$ cat src/rtl/joy_scan_controller.sv
// Serial joystick scanner: parallel-loads two external shift registers, clocks
// them out one bit per tick pair and publishes both pads together per scan.
module joy_scan_controller #(
  parameter int BITS       = 12,
  parameter int SCAN_GAP   = 4,
  parameter bit ACTIVE_LOW = 1'b1
) (
  input  logic            clk_peripheral,
  input  logic            rst_n,
  input  logic            clk_en,
  input  logic            scan_enable,
  input  logic            joy_data,
  output logic            joy_load_n,
  output logic            joy_clk,
  output logic            joy_sel,
  output logic [BITS-1:0] joy_left,
  output logic [BITS-1:0] joy_right,
  output logic            joy_valid,
  output logic            joy_busy
);

  localparam int            BW       = $clog2(BITS + 1);
  localparam logic [BW-1:0] BIT_LAST = BW'(BITS);
  localparam logic [BW-1:0] BIT_ONE  = BW'(1);
  localparam logic [7:0]    GAP_LAST = 8'(SCAN_GAP);

  typedef enum logic [1:0] {IDLE, LOAD, S_LO, S_HI} state_t;

  state_t          state_reg, state_next;
  logic [7:0]      gap_reg, gap_next;
  logic [BW-1:0]   bit_reg, bit_next;
  logic            sel_reg, sel_next;
  logic [BITS-1:0] shadow_left_reg, shadow_left_next;
  logic [BITS-1:0] shadow_right_reg, shadow_right_next;
  logic [BITS-1:0] left_reg, left_next;
  logic [BITS-1:0] right_reg, right_next;
  logic            valid_reg, valid_next;
  logic            sample;

  // Captured bits are normalised so that 1 always means pressed.
  assign sample = joy_data ^ ACTIVE_LOW;

  always_ff @(posedge clk_peripheral or negedge rst_n) begin
    if (!rst_n) begin
      state_reg        <= IDLE;
      gap_reg          <= '0;
      bit_reg          <= '0;
      sel_reg          <= 1'b0;
      shadow_left_reg  <= '0;
      shadow_right_reg <= '0;
      left_reg         <= '0;
      right_reg        <= '0;
      valid_reg        <= 1'b0;
    end else begin
      state_reg        <= state_next;
      gap_reg          <= gap_next;
      bit_reg          <= bit_next;
      sel_reg          <= sel_next;
      shadow_left_reg  <= shadow_left_next;
      shadow_right_reg <= shadow_right_next;
      left_reg         <= left_next;
      right_reg        <= right_next;
      valid_reg        <= valid_next;
    end
  end

  always_comb begin
    state_next        = state_reg;
    gap_next          = gap_reg;
    bit_next          = bit_reg;
    sel_next          = sel_reg;
    shadow_left_next  = shadow_left_reg;
    shadow_right_next = shadow_right_reg;
    left_next         = left_reg;
    right_next        = right_reg;
    valid_next        = 1'b0;
    if (clk_en) begin
      unique case (state_reg)
        IDLE: begin
          if (scan_enable) begin
            if (gap_reg + 8'd1 == GAP_LAST) begin
              gap_next   = '0;
              sel_next   = 1'b0;
              state_next = LOAD;
            end else begin
              gap_next = gap_reg + 8'd1;
            end
          end
        end
        LOAD: begin
          bit_next   = '0;
          state_next = S_LO;
        end
        S_LO: begin
          if (sel_reg) shadow_right_next = {shadow_right_reg[BITS-2:0], sample};
          else         shadow_left_next  = {shadow_left_reg[BITS-2:0], sample};
          bit_next   = bit_reg + BIT_ONE;
          state_next = S_HI;
        end
        S_HI: begin
          if (bit_reg != BIT_LAST) begin
            state_next = S_LO;
          end else if (!sel_reg) begin
            sel_next   = 1'b1;
            state_next = LOAD;
          end else begin
            // Both pads are published at once so a half-finished scan is never visible.
            left_next  = shadow_left_reg;
            right_next = shadow_right_reg;
            valid_next = 1'b1;
            sel_next   = 1'b0;
            state_next = IDLE;
          end
        end
      endcase
    end
  end

  assign joy_load_n = (state_reg != LOAD);
  assign joy_clk    = (state_reg == S_HI);
  assign joy_busy   = (state_reg != IDLE);
  assign joy_sel    = sel_reg;
  assign joy_left   = left_reg;
  assign joy_right  = right_reg;
  assign joy_valid  = valid_reg;

endmodule

$ cat config.mk
export PLATFORM = sky130hd
export DESIGN_NAME = joy_scan_controller
export DESIGN_NICKNAME = d
export VERILOG_FILES = /design/src/rtl/joy_scan_controller.sv
export SDC_FILE = /design/constraint.sdc
export NUM_CORES = 1
export LEC_CHECK = 0
export BUFFER_PORTS_ARGS = -buffer_cell sky130_fd_sc_hd__buf_4
export CAP_MARGIN = 20
export CORE_MARGIN = 1.5
export CORE_UTILIZATION = 44
export DETAILED_ROUTE_END_ITERATION = 16
export GPL_TIMING_DRIVEN = 0
export PLACE_DENSITY_LB_ADDON = 0.12
export SLEW_MARGIN = 15
export SYNTH_ARGS = -nofsm -noshare
export SYNTH_HDL_FRONTEND = slang
export SYNTH_SLANG_ARGS = --single-unit
$ cat constraint.sdc
create_clock -name clk_peripheral -period 2.35 [get_ports clk_peripheral]
set_input_delay 0.3525 -clock clk_peripheral [delete_from_list [all_inputs] [get_ports clk_peripheral]]
set_output_delay 0.3525 -clock clk_peripheral [all_outputs]
set_load 0.02 [all_outputs]
==> metrics, run 1 <==
master cell of the clock root buffer clkbuf_8; share of layout cells above drive strength 1 0.4320; number of violations of the max-capacitance limit 0; core area 5991 sq um; commonest cells after routing, fill and taps aside dfrtp_1, mux2_2, buf_4; final total negative setup slack 0 ns; period utilization 0.8944; unrepaired setup endpoints after global routing no; Routed WL per cell 14.12 um; number of instances in the synthesized netlist 202; wire length on met3 207 um; synthesized area per cell 13.65 sq um; CTS HTree Levels 3; critical path fanouts, max 10; final hold vios 0; router iterations before antenna repair 4; antenna cells 0; grt total ovfl 0; antenna violations before repair 0; largest net degree at the start of global routing 65; number of global-route vias before repair 1609; post-synthesis instance area 2758 sq um; detailed route wirelength on metal2 1991 um; HP Class in -> async; Critical Path Source Type flip-flop; die span in y 82.17 um; CP Data Arrival Time 2.33 ns; total number of yosys warnings 0; global-route usage over all layers 0.1583; Layout Area Growth over Synthesis 19.28%; Post-Syn Nets 215; sum of routed wire segments on met1 2348 um; number of placement rows 28; Async S/R FF share, synth 1.000; antenna viol nets, final 0; footprint of the multi-input gates 1102 sq um; number of buffers created by CTS 9; relative slew slack 0.4769; Fin Clk Skew 0.006618 ns; first-pass GRT wire length 7797 um; I/O pin cnt 34; shortest period the worst path allows 2.102 ns; cts-stage hold buffer count 0; total wirelength of the detailed-routed design 4590 um; Detail Placement HPWL 2995 um; largest vdd supply drop 0.0004100 V; Distinct cells, synth 40; # resized after CTS 0; number of register bits inferred by synthesis 64; Die Span X 82.17 um; type of the setup path with the least slack reg -> reg; largest buffer count on any clock path 2; FILL cells 520; total chip power 2.992 mW; iteration-0 DRC count of the detailed router 58; capturing element type of the critical path flip-flop; Post-synth EDFFs 0; later-pin clock latency in the skew report 0.34 ns; number of sinks handled by clock tree synthesis 64; Final GP Congestion 0.7533; register area 1602 sq um; Final Slew Violations 0; Setup-failing EPs final 0; DRC violation count after routing 0; overall die area 6751 sq um; Worst Max-Slew Pin Slew 0.7846 ns; portion of the post-synthesis area used by sequential elements 0.5808; net count of the finished layout 258; TritonCTS clock tree built; most common cell after layout, fill and taps aside dfrtp_1; total number of vias 1633; path depth of the worst reg2reg path 5; clk slew on worst S/H paths 0.07 ns; Highest Signal Layer met4; starting density of the core 0.4603; Setup Fix Bufs, Post-CTS 0; power density over the cells 909.5 nW/um^2; run status completed; Primary FF master, synth dfrtp_1; Static Leak 1.642 nW; Worst EP required 2.58 ns; hold slack final 0.09287 ns; achievable frequency 0.4758 GHz; quantity of I/O buffers inserted on ports 32; number of vias per cell after detailed routing 5.025
==> through the flow <==
step / setup slack, ns / util / cells / area (sq um)
global placement: 0.2946 / 0.5161 / 309 / 3092
global route: 0.1006 / 0.5491 / 325 / 3289
detailed placement: 0.2404 / 0.5161 / 309 / 3092
CTS: 0.2372 / 0.5491 / 325 / 3289
finish: 0.2482 / 0.5491 / 325 / 3289
floorplan: 0.4771 / - / 202 / 2758
==> synth_stat cells (all sizes together), types with 3 or more instances <==
cell type	count	area, sq um
dfrtp	64	1602
mux2	46	518.0
nand2	16	60.06
ha	8	100.1
inv	6	22.52
nand3	6	35.03
nand4	6	37.54
o21ai	6	30.03
buf	5	27.53
xnor2	5	43.79
a21o	3	22.52
and3	3	20.02
nand2b	3	18.77
==> per-layer routing <==
| metal | vias up | GRT usage |
|---|---|---|
| li1 | 808 | - |
| met1 | 794 | 0.2304 |
| met2 | 26 | 0.2107 |
| met3 | 5 | 0.05165 |
| met4 | 0 | 0.07627 |
| met5 | - | 0 |
==> worst max-delay path: stages, from the launching register on <==
cell and delay [ns]:
dfrtp_1 0.44, ha_1 0.27, nand4_1 0.17, nor2_2 0.41, buf_2 0.34, mux2_2 0.37
==> area by class of cell <==
class | count | share of cell area
buffer | 6 | 0.009509
clock buffer | 11 | 0.04298
clock inverter | 5 | 0.01712
inverter | 6 | 0.006847
multi-input combinational | 126 | 0.3351
sequential | 64 | 0.4869
tap | 75 | 0.02853
timing repair buffer | 32 | 0.07303
==> final timing paths <==
path	from	end	slack, ns
min	rst_n	bit_reg[1]$_DFFE_PN0P_	0.09
min reg2reg	joy_left[0]$_DFFE_PN0P_	joy_left[0]$_DFFE_PN0P_	0.51
max in group asynchronous	rst_n	joy_sel$_DFFE_PN0P_	1.74
max reg2reg	state_reg[0]$_DFFE_PN0P_	joy_right[5]$_DFFE_PN0P_	0.25
max	state_reg[0]$_DFFE_PN0P_	joy_right[5]$_DFFE_PN0P_	0.25
min in group clk_peripheral	joy_data	shadow_right_reg[0]$_DFFE_PN0P_	0.23
==> power breakdown <==
part           leakage (nW)  internal [mW]  switching (mW)
clock network        0.0993          0.517           0.420
registers             0.868           1.25           0.154
logic                 0.675          0.313           0.339
total                  1.64           2.08           0.913
==> cell families (layout without fill, tap and decap cells) <==
kind of cell               count (synthesis)  in the layout  share of synthesized area
DFF                                       64             64                     0.5808
muxes                                     46             46                     0.1878
and+or+nand+nor                           45             45                    0.09574
AOI/OAI and AO/OA                         22             22                    0.06398
buffers and inverters                     12             60                    0.01951
adders and majority gates                  8              8                    0.03630
xor gates and xnor gates                   5              5                    0.01588
No activity file was read; power rests on OpenSTA's default activity.
==> run 2, diff against run 1 <==
BUFFER_PORTS_ARGS = -buffer_cell sky130_fd_sc_hd__buf_2   (was -buffer_cell sky130_fd_sc_hd__buf_4)
==> metrics, run 2 (same netlist as run 1, synthesis figures left out) <==
later-pin clock latency in the skew report 0.33 ns; DRC violation count after routing 0; Worst EP required 2.57 ns; final setup slack of the worst path 0.2981 ns; number of sinks handled by clock tree synthesis 64; # resized after CTS 0; grt total ovfl 0; number of buffers created by CTS 9; antenna cells 0; first-pass GRT wire length 7762 um; share of layout cells above drive strength 1 0.4325; most common cell after layout, fill and taps aside dfrtp_1; antenna viol nets, final 0; total wirelength of the detailed-routed design 4545 um; iteration-0 DRC count of the detailed router 45; number of violations of the max-capacitance limit 0; TritonCTS clock tree built; largest net degree at the start of global routing 41; Detail Placement HPWL 3124 um; core area 5991 sq um; shortest period the worst path allows 2.052 ns; final hold vios 0; antenna violations before repair 0; clk slew on worst S/H paths 0.07 ns; Routed WL per cell 13.90 um; type of the setup path with the least slack reg -> reg; CP Data Arrival Time 2.27 ns; Static Leak 1.669 nW; Setup Fix Bufs, Post-CTS 0; Setup-failing EPs final 0; starting density of the core 0.4603; critical path fanouts, max 10; post-placement setup slack 0.2581 ns; largest vdd supply drop 0.0006181 V; total number of vias 1660; HP Class in -> reg; net count of the finished layout 260; overall die area 6751 sq um; master cell of the clock root buffer clkbuf_8; number of vias per cell after detailed routing 5.076; final total negative setup slack 0 ns; run status completed; Final GP Congestion 0.7271; number of placement rows 28; commonest cells after routing, fill and taps aside dfrtp_1, mux2_2, buf_2; Critical Path Source Type flip-flop; period utilization 0.8731; relative slew slack 0.7313; Die Span X 82.17 um; FILL cells 522; capturing element type of the critical path flip-flop; CTS HTree Levels 3; I/O pin cnt 34; largest buffer count on any clock path 2; achievable frequency 0.4874 GHz; die span in y 82.17 um; number of global-route vias before repair 1610; Final Slew Violations 0; footprint of the multi-input gates 1102 sq um; global-route usage over all layers 0.1576; Layout Area Growth over Synthesis 18.38%; power density over the cells 945.4 nW/um^2; register area 1602 sq um; router iterations before antenna repair 4; quantity of I/O buffers inserted on ports 32; Worst Max-Slew Pin Slew 0.4000 ns; cts-stage hold buffer count 1; unrepaired setup endpoints after global routing no; Fin Clk Skew 0.009407 ns
==> run 2: area by class of cell <==
| cell class | instances | share of cell area |
|---|---|---|
| sequential | 64 | 0.4906 |
| multi-input combinational | 126 | 0.3377 |
| timing repair buffer | 34 | 0.05903 |
| clock buffer | 11 | 0.04331 |
| tap | 75 | 0.02875 |
| clock inverter | 5 | 0.02415 |
| buffer | 6 | 0.009582 |
| inverter | 6 | 0.006899 |
==> run 2: power breakdown <==
part,switching (mW),total (mW),internal (mW)
sequential,0.156,1.40,1.25
clock,0.415,1.04,0.627
combinational,0.336,0.639,0.304
==> run 2: metrics by stage <==
step	utilization	area, sq um	hold slack [ns]	instances	total power [mW]
after floorplan	-	2758	0.05691	202	1.886
after global placement	0.5027	3012	0.4858	309	2.049
after detailed placement	0.5065	3034	0.2844	310	2.069
after CTS	0.5449	3264	0.2318	327	3.125
after global routing	0.5449	3264	0.2233	327	3.285
final	0.5449	3264	0.2453	327	3.086
==> run 2: routing by layer <==
layer	GRT usage	share of wire	wire length [um]	up-vias
li1	-	-	-	807
met3	0.05934	0.034	153	6
met4	0.06610	0.014	64	0
met5	0	0	0	-
met1	0.2103	0.52	2346	819
met2	0.2303	0.44	1980	28
==> run 2: worst max-delay path, stage by stage (launching register included) <==
cell and delay [ns]:
dfrtp_1 0.44, ha_1 0.27, nand4_1 0.15, nor2_2 0.38
buf_2 0.33, mux2_2 0.37
==> run 2: path summary, 6_finish.rpt <==
kind	from	endpoint	slack, ns	cells past startpoint
worst max register to register	state_reg[0]$_DFFE_PN0P_	joy_right[6]$_DFFE_PN0P_	0.30	5
min in group asynchronous	rst_n	joy_right[3]$_DFFE_PN0P_	0.47	2
worst max-delay path	state_reg[0]$_DFFE_PN0P_	joy_right[6]$_DFFE_PN0P_	0.30	5
worst min-delay path	joy_data	shadow_right_reg[0]$_DFFE_PN0P_	0.25	2
worst min register to register	joy_left[8]$_DFFE_PN0P_	joy_left[8]$_DFFE_PN0P_	0.50	1
max in group asynchronous	rst_n	shadow_right_reg[1]$_DFFE_PN0P_	1.37	3
==> run 3, diff against run 2 <==
PLACE_DENSITY = 0.7   (was unset)
PLACE_DENSITY_LB_ADDON = unset   (was 0.12)
==> metrics, run 3 (same netlist as run 1, synthesis figures left out) <==
grt total ovfl 0; hold path depth 2; critical path fanouts, max 10; HP Class in -> reg; shortest period the worst path allows 2.001 ns; Worst Max-Slew Pin Slew 0.4052 ns; I/O pin cnt 34; final hold vios 0; first-pass GRT wire length 7631 um; CTS HTree Levels 3; number of sinks handled by clock tree synthesis 64; Final Slew Violations 0; router iterations before antenna repair 4; Setup Fix Bufs, Post-CTS 0; most common cell after layout, fill and taps aside dfrtp_1; later-pin clock latency in the skew report 0.33 ns; total wirelength of the detailed-routed design 4459 um; achievable frequency 0.4998 GHz; largest vdd supply drop 0.0004172 V; power density over the cells 940.8 nW/um^2; CP Data Arrival Time 2.22 ns; net count of the finished layout 260; Layout Area Growth over Synthesis 18.33%; period utilization 0.8514; number of violations of the max-capacitance limit 0; TritonCTS clock tree built; antenna violations before repair 0; master cell of the clock root buffer clkbuf_8; final total negative setup slack 0 ns; overall die area 6751 sq um; largest buffer count on any clock path 2; quantity of I/O buffers inserted on ports 32; Worst EP required 2.57 ns; standard cell area after detailed placement 3034 sq um; post-placement setup slack 0.3450 ns; Die Span X 82.17 um; type of the setup path with the least slack reg -> reg; total chip power 3.070 mW; Static Leak 1.665 nW; path depth of the worst reg2reg path 5; relative slew slack 0.7278; post-route cell area 3263 sq um; total number of vias 1699; antenna cells 0; core area 5991 sq um; starting density of the core 0.4603; iteration-0 DRC count of the detailed router 105; Critical Path Source Type flip-flop; DRC violation count after routing 0; share of layout cells above drive strength 1 0.4365; Final GP Congestion 0.8131; number of placement rows 28; number of global-route vias before repair 1679; largest net degree at the start of global routing 38; run status completed; Setup-failing EPs final 0; number of vias per cell after detailed routing 5.196; commonest cells after routing, fill and taps aside dfrtp_1, mux2_2, buf_2; clk slew on worst S/H paths 0.07 ns; final setup slack of the worst path 0.3492 ns; unrepaired setup endpoints after global routing no; number of buffers created by CTS 9; global-route usage over all layers 0.1557; die span in y 82.17 um; Fin Clk Skew 0.006480 ns; capturing element type of the critical path flip-flop; Routed WL per cell 13.64 um; antenna viol nets, final 0; Detail Placement HPWL 3034 um
run 3: worst paths after layout:
check	start	end	slack, ns
max	state_reg[0]$_DFFE_PN0P_	joy_right[2]$_DFFE_PN0P_	0.35
min	joy_data	shadow_left_reg[0]$_DFFE_PN0P_	0.24
max reg2reg	state_reg[0]$_DFFE_PN0P_	joy_right[2]$_DFFE_PN0P_	0.35
min reg2reg	joy_left[6]$_DFFE_PN0P_	joy_left[6]$_DFFE_PN0P_	0.50
max in group asynchronous	rst_n	joy_right[2]$_DFFE_PN0P_	1.37
min in group asynchronous	rst_n	state_reg[0]$_DFFE_PN0P_	0.48
run 3: final cells by class:
type	count	area (sq um)
Timing Repair Buffer	34	192.7
Multi-Input combinational cell	126	1102
Sequential cell	64	1602
Clock buffer	9	123.9
Buffer	6	31.28
Clock inverter	7	95.09
Fill cell	510	2728
Tap cell	75	93.84
Inverter	6	22.52
run 3: repair_timing:
item | in CTS | in global routing
endpoints found under the hold margin | 27 | 0
hold buffers | 1 | 0
resized for setup | 0 | 0
run 3: report_power, final:
group | leakage [nW] | switching, mW | internal [mW]
sequential | 0.868 | 0.151 | 1.25
combinational | 0.687 | 0.340 | 0.302
clock | 0.110 | 0.431 | 0.598
run 3: critical path, stage by stage, from the launching register on:
cell and delay (ns):
dfrtp_1 0.45, ha_1 0.26, nand4_1 0.15, nor2_2 0.34
buf_2 0.32, mux2_2 0.36
run 3: per-stage QoR:
stage | util | hold WS, ns | cells
CTS | 0.5447 | 0.2161 | 327
finish | 0.5447 | 0.2420 | 327
floorplan | - | 0.05691 | 202
global route | 0.5447 | 0.2306 | 327
global placement | 0.5027 | 0.4857 | 309
detailed placement | 0.5065 | 0.3046 | 310
run 3: metal layers:
metal	up-vias	wire length [um]	global-route usage
met2	31	2077	0.2287
met4	0	140	0.1119
met3	12	166	0.03846
met1	837	2075	0.2003
met5	-	0	0
li1	819	-	-
